===== src/rtl/reset_seq_pkg.sv =====
// Shared types and default constants for the power-up reset sequencer.
package reset_seq_pkg;

    // Sequencer FSM states
    typedef enum logic [1:0] {
        StWaitLock,
        StCount,
        StDone
    } seq_state_e;

    // Default build: camera, capture, tracker released 300, 500, 1000 cycles apart
    localparam int unsigned DefNumStages  = 3;
    localparam int unsigned DefCntW       = 16;
    localparam int unsigned DefLockFilter = 4;
    localparam logic [DefNumStages*DefCntW-1:0] DefStageDelays = {16'd1000, 16'd500, 16'd300};

endpackage


===== src/rtl/reset_sequencer_seq_timer.sv =====
// Delay counter: counts while enabled, flags the cycle on which it reaches the limit.
module seq_timer #(
    parameter int unsigned CNT_W = 16
) (
    input  logic             i_clk,
    input  logic             i_rst,
    input  logic             i_clear,
    input  logic             i_en,
    input  logic [CNT_W-1:0] i_limit,
    output logic             o_expired
);

    logic [CNT_W-1:0] r_cnt;
    logic             w_expired;

    // Expiry is combinational so the FSM acts on the very edge the count matches
    always_comb begin
        w_expired = i_en && (r_cnt == i_limit);
    end

    // Counter restarts from zero on clear or expiry, so it can never wrap
    always_ff @(posedge i_clk or posedge i_rst) begin
        if (i_rst) begin
            r_cnt <= '0;
        end else if (i_clear || w_expired) begin
            r_cnt <= '0;
        end else if (i_en) begin
            r_cnt <= r_cnt + 1'b1;
        end
    end

    assign o_expired = w_expired;

endmodule


===== src/rtl/reset_sequencer.sv =====
// Power-up reset sequencer: qualifies PLL lock, then releases active-low stage
// resets in order, each after its own delay. Lock loss or restart re-runs it.
module reset_sequencer
    import reset_seq_pkg::*;
#(
    parameter int unsigned                   NUM_STAGES   = DefNumStages,
    parameter int unsigned                   CNT_W        = DefCntW,
    parameter logic [NUM_STAGES*CNT_W-1:0]   STAGE_DELAYS = DefStageDelays,
    parameter int unsigned                   LOCK_FILTER  = DefLockFilter
) (
    input  logic                  i_clk,
    input  logic                  i_rst,
    input  logic                  i_lock_in,
    input  logic                  i_restart,
    output logic [NUM_STAGES-1:0] o_stage_resetn,
    output logic                  o_busy,
    output logic                  o_done
);

    localparam int unsigned FiltW  = $clog2(LOCK_FILTER + 1);
    localparam int unsigned StageW = $clog2(NUM_STAGES + 1);
    localparam logic [FiltW-1:0]  FiltLast  = FiltW'(LOCK_FILTER - 1);
    localparam logic [StageW-1:0] LastStage = StageW'(NUM_STAGES - 1);

    logic                  r_lock_meta;
    logic                  r_lock_q;
    logic [FiltW-1:0]      r_filter;
    seq_state_e            r_state;
    logic [StageW-1:0]     r_stage;
    logic [NUM_STAGES-1:0] r_stage_resetn;
    logic                  r_busy;
    logic                  r_done;

    logic [CNT_W-1:0]      w_delay;
    logic [CNT_W-1:0]      w_limit;
    logic [NUM_STAGES-1:0] w_stage_onehot;
    logic                  w_abort;
    logic                  w_timer_en;
    logic                  w_timer_clear;
    logic                  w_expired;

    // Two-flop synchroniser for the asynchronous PLL lock
    always_ff @(posedge i_clk or posedge i_rst) begin
        if (i_rst) begin
            r_lock_meta <= 1'b0;
            r_lock_q    <= 1'b0;
        end else begin
            r_lock_meta <= i_lock_in;
            r_lock_q    <= r_lock_meta;
        end
    end

    // Select current stage delay; a zero delay behaves as one cycle
    always_comb begin
        w_delay        = '0;
        w_stage_onehot = '0;
        for (int k = 0; k < NUM_STAGES; k++) begin
            if (r_stage == StageW'(k)) begin
                w_delay           = STAGE_DELAYS[k*CNT_W +: CNT_W];
                w_stage_onehot[k] = 1'b1;
            end
        end
        w_limit = (w_delay == '0) ? '0 : w_delay - CNT_W'(1);
    end

    // Abort when lock drops or a restart arrives once the sequence has started
    always_comb begin
        w_abort       = (r_state != StWaitLock) && (!r_lock_q || i_restart);
        w_timer_en    = (r_state == StCount);
        w_timer_clear = (r_state != StCount) || w_abort;
    end

    seq_timer #(
        .CNT_W (CNT_W)
    ) u_timer (
        .i_clk     (i_clk),
        .i_rst     (i_rst),
        .i_clear   (w_timer_clear),
        .i_en      (w_timer_en),
        .i_limit   (w_limit),
        .o_expired (w_expired)
    );

    // Sequencer FSM with registered outputs; abort outranks a same-edge release
    always_ff @(posedge i_clk or posedge i_rst) begin
        if (i_rst) begin
            r_state        <= StWaitLock;
            r_filter       <= '0;
            r_stage        <= '0;
            r_stage_resetn <= '0;
            r_busy         <= 1'b1;
            r_done         <= 1'b0;
        end else begin
            unique case (r_state)
                StWaitLock: begin
                    if (i_restart || !r_lock_q) begin
                        r_filter <= '0;
                    end else if (r_filter == FiltLast) begin
                        r_filter <= '0;
                        r_stage  <= '0;
                        r_state  <= StCount;
                    end else begin
                        r_filter <= r_filter + 1'b1;
                    end
                end
                StCount: begin
                    if (w_abort) begin
                        r_stage_resetn <= '0;
                        r_stage        <= '0;
                        r_filter       <= '0;
                        r_busy         <= 1'b1;
                        r_done         <= 1'b0;
                        r_state        <= StWaitLock;
                    end else if (w_expired) begin
                        // OR-ing in the current bit keeps the output a thermometer code
                        r_stage_resetn <= r_stage_resetn | w_stage_onehot;
                        r_stage        <= r_stage + 1'b1;
                        if (r_stage == LastStage) begin
                            r_busy  <= 1'b0;
                            r_done  <= 1'b1;
                            r_state <= StDone;
                        end
                    end
                end
                StDone: begin
                    if (w_abort) begin
                        r_stage_resetn <= '0;
                        r_stage        <= '0;
                        r_filter       <= '0;
                        r_busy         <= 1'b1;
                        r_done         <= 1'b0;
                        r_state        <= StWaitLock;
                    end
                end
                default: begin
                    r_state <= StWaitLock;
                end
            endcase
        end
    end

    assign o_stage_resetn = r_stage_resetn;
    assign o_busy         = r_busy;
    assign o_done         = r_done;

endmodule


===== config.mk =====
export PLATFORM = sky130hd
export DESIGN_NAME = reset_sequencer
export DESIGN_NICKNAME = d
export VERILOG_FILES = /design/src/rtl/reset_seq_pkg.sv /design/src/rtl/reset_sequencer_seq_timer.sv /design/src/rtl/reset_sequencer.sv
export SDC_FILE = /design/constraint.sdc
export NUM_CORES = 1
export LEC_CHECK = 0
export CAP_MARGIN = 30
export CORE_UTILIZATION = 45
export DETAILED_ROUTE_END_ITERATION = 10
export DONT_BUFFER_PORTS = 1
export GPL_ROUTABILITY_DRIVEN = 0
export SETUP_SLACK_MARGIN = 0.5
export SLEW_MARGIN = 20
export SYNTH_ARGS = -nofsm -noshare
export SYNTH_HDL_FRONTEND = slang
export SYNTH_SLANG_ARGS = --single-unit

===== constraint.sdc =====
create_clock -name i_clk -period 2.3 [get_ports i_clk]
set_input_delay 0.345 -clock i_clk [delete_from_list [all_inputs] [get_ports i_clk]]
set_output_delay 0.345 -clock i_clk [all_outputs]
set_load 0.005 [all_outputs]

==> qor.txt <==
LOGIC SYNTHESIS
-------------------------------------------------------------------------------------
Portion of the post-synthesis area used by sequential elements                  45.9%
Total nets after synthesis                                                        172
Async set or reset register ratio after synthesis                                100%
Syn Area/Cell                                                                10.4 µm²
Count of flip-flops with a built-in enable after synthesis                          0
Yosys synthesis warning count                                                       0
Library cell with the largest summed area after synthesis                sky130_fd_sc_hd__dfrtp_1
Fraction of synthesized cell area taken by the top area cell type               44.3%
Most frequently used flop master after synthesis                         sky130_fd_sc_hd__dfrtp_1
Top cells by area in the synthesized netlist                             sky130_fd_sc_hd__dfrtp_1 (44%), sky130_fd_sc_hd__ha_1 (8.4%), sky130_fd_sc_hd__xor2_1 (6.4%), sky130_fd_sc_hd__nor2_1 (4.6%), sky130_fd_sc_hd__xnor2_1 (3.2%)
Library cells used by synthesis                                                    42
Cell count after synthesis                                                        157
Netlist area before placement                                             0.00164 mm²
Register bit total from synthesis                                                  30

CLOCK NETWORK
-------------------------------------------------------------------------------------
Root buffer cell                                                         sky130_fd_sc_hd__clkbuf_4
Worst skew pair latency                                                       0.32 ns
Clock-pin slew of the registers on the worst-case setup and hold paths        0.09 ns
CTS Buf Count                                                                       5
Clock Sinks                                                                        30
Buffer levels on the longest clock path                                             2
Clock tree from TritonCTS                                                        done
H-tree depth reported by CTS                                                        2

TIMING
-------------------------------------------------------------------------------------
Max-Slew Margin vs Limit                                                        61.6%
Slew of the pin with the lowest slew margin                                  0.576 ns
Fin Hold WS                                                                 0.0460 ns
Final-report setup violation count                                                  0
Max-slew violation count                                                            0
Final period util                                                               90.6%
Hold violation total from the final report                                          0
Unrepaired setup endpoints after global routing                                   yes
Skew final                                                                 0.00523 ns
Max Clock Freq                                                              0.480 GHz
Fin Setup TNS                                                                    0 ns
Min Clock Period, post-route                                                  2.08 ns

GLOBAL ROUTING
-------------------------------------------------------------------------------------
Met2 track demand over resource                                                 32.7%
Most heavily used metal layer in global routing                                  met2
Initial antenna violation count                                                     0
Routing usage on met1                                                           21.3%
Vias in the first global route                                                  1,270
First-pass GRT wire length                                                    5600 µm
Pin count of the biggest net entering global routing                               17
Overflow left after global routing                                                  0
Overall routing resource usage                                                  18.6%
GR Util met3                                                                    4.04%

CELLS AND AREA
-------------------------------------------------------------------------------------
Post-Route Utilization                                                          56.4%
Number of nets in the finished design                                             188
Diodes inserted                                                                     0
Fraction of final layout cells sized beyond drive strength 1                    23.6%
Area growth from synthesis to layout                                            17.5%

POWER AND IR DROP
-------------------------------------------------------------------------------------
Share of total power in sequential cells                                        45.7%
Worst supply voltage drop on vdd                                             0.473 mV
Clock share of power                                                            22.0%
Logic pwr share                                                                 32.3%
Internal Dissipation                                                       0.000937 W
LEAKAGE                                                                      0.875 nW
Net Sw Frac                                                                     36.0%
Net switching power figure                                                 0.000526 W
Pwr per Cell Area                                                          760 mW/mm²
Sum of internal, switching and leakage power                                0.00146 W

DETAILED ROUTING
-------------------------------------------------------------------------------------
Total wire length after detailed routing                                      3170 µm
Via count of the routed design                                                  1,181
Post-route ant nets                                                                 0
DRC                                                                                 0
1st-iter DRT viols                                                                 22
Post-DR vias/cell                                                                5.37
Routed len/inst                                                               14.4 µm
DRT Pass-1 Iters                                                                    4

RUN STATUS
-------------------------------------------------------------------------------------
Outcome                                                                     completed

WORST SETUP PATH
-------------------------------------------------------------------------------------
Top fanout value on the critical path                                               4
Cell depth of the worst flop-to-flop path                                           6
Crit Reg-Reg Endpoint                                                    o_stage_resetn[0]
Critical path class                                                      flop to flop
Startpoint of the worst-slack reg-to-reg timing path                       r_stage[1]
Beginning of the critical path                                             r_stage[1]
Crit path capture                                                        o_stage_resetn[0]
Startpoint type of the worst setup path                                          flop
Internal reg-to-reg setup slack                                               0.22 ns
Worst Path Required                                                           2.56 ns
CP Data Arrival Time                                                          2.34 ns
Endpoint type of the worst setup path                                            flop

FLOORPLAN
-------------------------------------------------------------------------------------
Die height                                                                    62.4 µm
Placement Rows                                                                     21
Area inside the core boundary                                             0.00342 mm²
Area enclosed by the die boundary                                         0.00389 mm²
Starting density of the core                                                    48.0%
Number of top-level design ports                                                    9
Die W                                                                         62.4 µm

WORST HOLD PATH
-------------------------------------------------------------------------------------
Worst min path class                                                     input pin to flop

PLACE
-------------------------------------------------------------------------------------
Hpwl dp                                                                       2260 µm
Buffers added on ports                                                              0

FLOW RUN
-------------------------------------------------------------------------------------
Count of maximum capacitance violations                                             0

## cells by family after synthesis
logic type,count (synthesis),share of synthesized area (%)
muxes,1,0.611
adders and majority gates,11,8.40
AOI/OAI and AO/OA,28,14.0
and+or+nand+nor,58,18.9
buffers and inverters,11,2.67
xor gates and xnor gates,18,9.62
DFF,30,45.9
## placed cells by master (no fill, tap or decap), drive strengths merged, types with 2 or more instances in the layout
master and count:
ha 11, nor3 3, xor2 12, nor4 2
nor2 20, clkbuf 7, xnor2 6, nand3b 2
o21a 2, inv 9, o21ai 5, nand2b 2
a21o 2, nand3 7, a221oi 2, buf 10
a21oi 6, or3b 2, and3 3, dfrtp 29
nand4 5, a22o 3, a22oi 2, nand2 7
## metal layers
| layer | vias to the layer above | part of all wire [%] |
|---|---|---|
| met5 | - | 0 |
| met4 | 0 | 1.6 |
| met1 | 579 | 44 |
| met2 | 14 | 52 |
| li1 | 581 | - |
| met3 | 7 | 2.5 |
## power groups by stage
stage | sequential (W) | clock, W | combinational, W
after floorplan | 0.000658 | 0 | 0.000330
after global placement | 0.000674 | 0 | 0.000393
after detailed placement | 0.000674 | 0 | 0.000407
after CTS | 0.000666 | 0.000340 | 0.000464
after global routing | 0.000679 | 0.000366 | 0.000528
final | 0.000668 | 0.000322 | 0.000473
## through the flow
stage | setup slack (ns) | cells | instance area (µm²)
final | 0.216 | 220 | 1930
after global routing | 0.120 | 220 | 1930
after CTS | 0.211 | 217 | 1880
after detailed placement | 0.163 | 204 | 1730
after global placement | 0.188 | 204 | 1730
after floorplan | 0.368 | 157 | 1660
## critical path: stages, from the launching register on
cell	delay [ns]
sky130_fd_sc_hd__dfrtp_1	0.42
sky130_fd_sc_hd__ha_1	0.18
sky130_fd_sc_hd__or3b_4	0.38
sky130_fd_sc_hd__a221oi_4	0.32
sky130_fd_sc_hd__nand4_2	0.17
sky130_fd_sc_hd__a221oi_2	0.35
sky130_fd_sc_hd__a22o_1	0.21
## synth_stat cells, drive strengths merged (2+ instances only)
master and number:
a21oi 6, nor2 20, nand4 5, nand3b 2, nor3 3, nand2 7, nand2b 2, or3b 2
buf 2, o21ai 5, and3 3, a22o 3, ha 11, a21o 2, nor4 2, inv 9
dfrtp 29, xnor2 6, a221oi 2, a22oi 2, nand3 7, o21a 2, xor2 12
## cell type report
class,instances,area (µm²)
fillers,298,1490
flip-flops and latches,30,753
clock inverters,1,5.00
inverters,9,33.8
well taps,46,57.6
clock buffers,7,55.1
repair buffers,11,92.6
multi-input cells,116,928
## how the worst min path moves through the flow
stage / slack (ns) / endpoint / cells past startpoint / startpoint
2_1_floorplan: 0.33 / r_lock_q / 0 / r_lock_meta
3_3_place_gp: 0.30 / r_filter[1] / 1 / i_rst
3_5_place_dp: 0.31 / r_filter[1] / 1 / i_rst
4_1_cts: 0.03 / r_lock_meta / 0 / i_lock_in
5_1_grt: 0.03 / r_lock_meta / 0 / i_lock_in
6_report: 0.05 / r_lock_meta / 0 / i_lock_in
## flip-flops by register name, summed over array words and instances, names as in the netlist
name / count
o_stage_resetn: 3
r_filter: 3
o_done: 1
r_state: 2
o_busy: 1
r_lock_q: 1
r_stage: 2
r_lock_meta: 1
u_timer.r_cnt: 16
## repair_timing
action                                  CTS  global route
hold endpoints to repair                 13             0
hold buffers                              1             0
resized for setup                         9             8
endpoints found under the setup margin   25            25
pin swaps                                 9             5
buffers inserted                          3             3
cloned                                    1             0
Note: power is estimated with default switching activity, not from simulation.
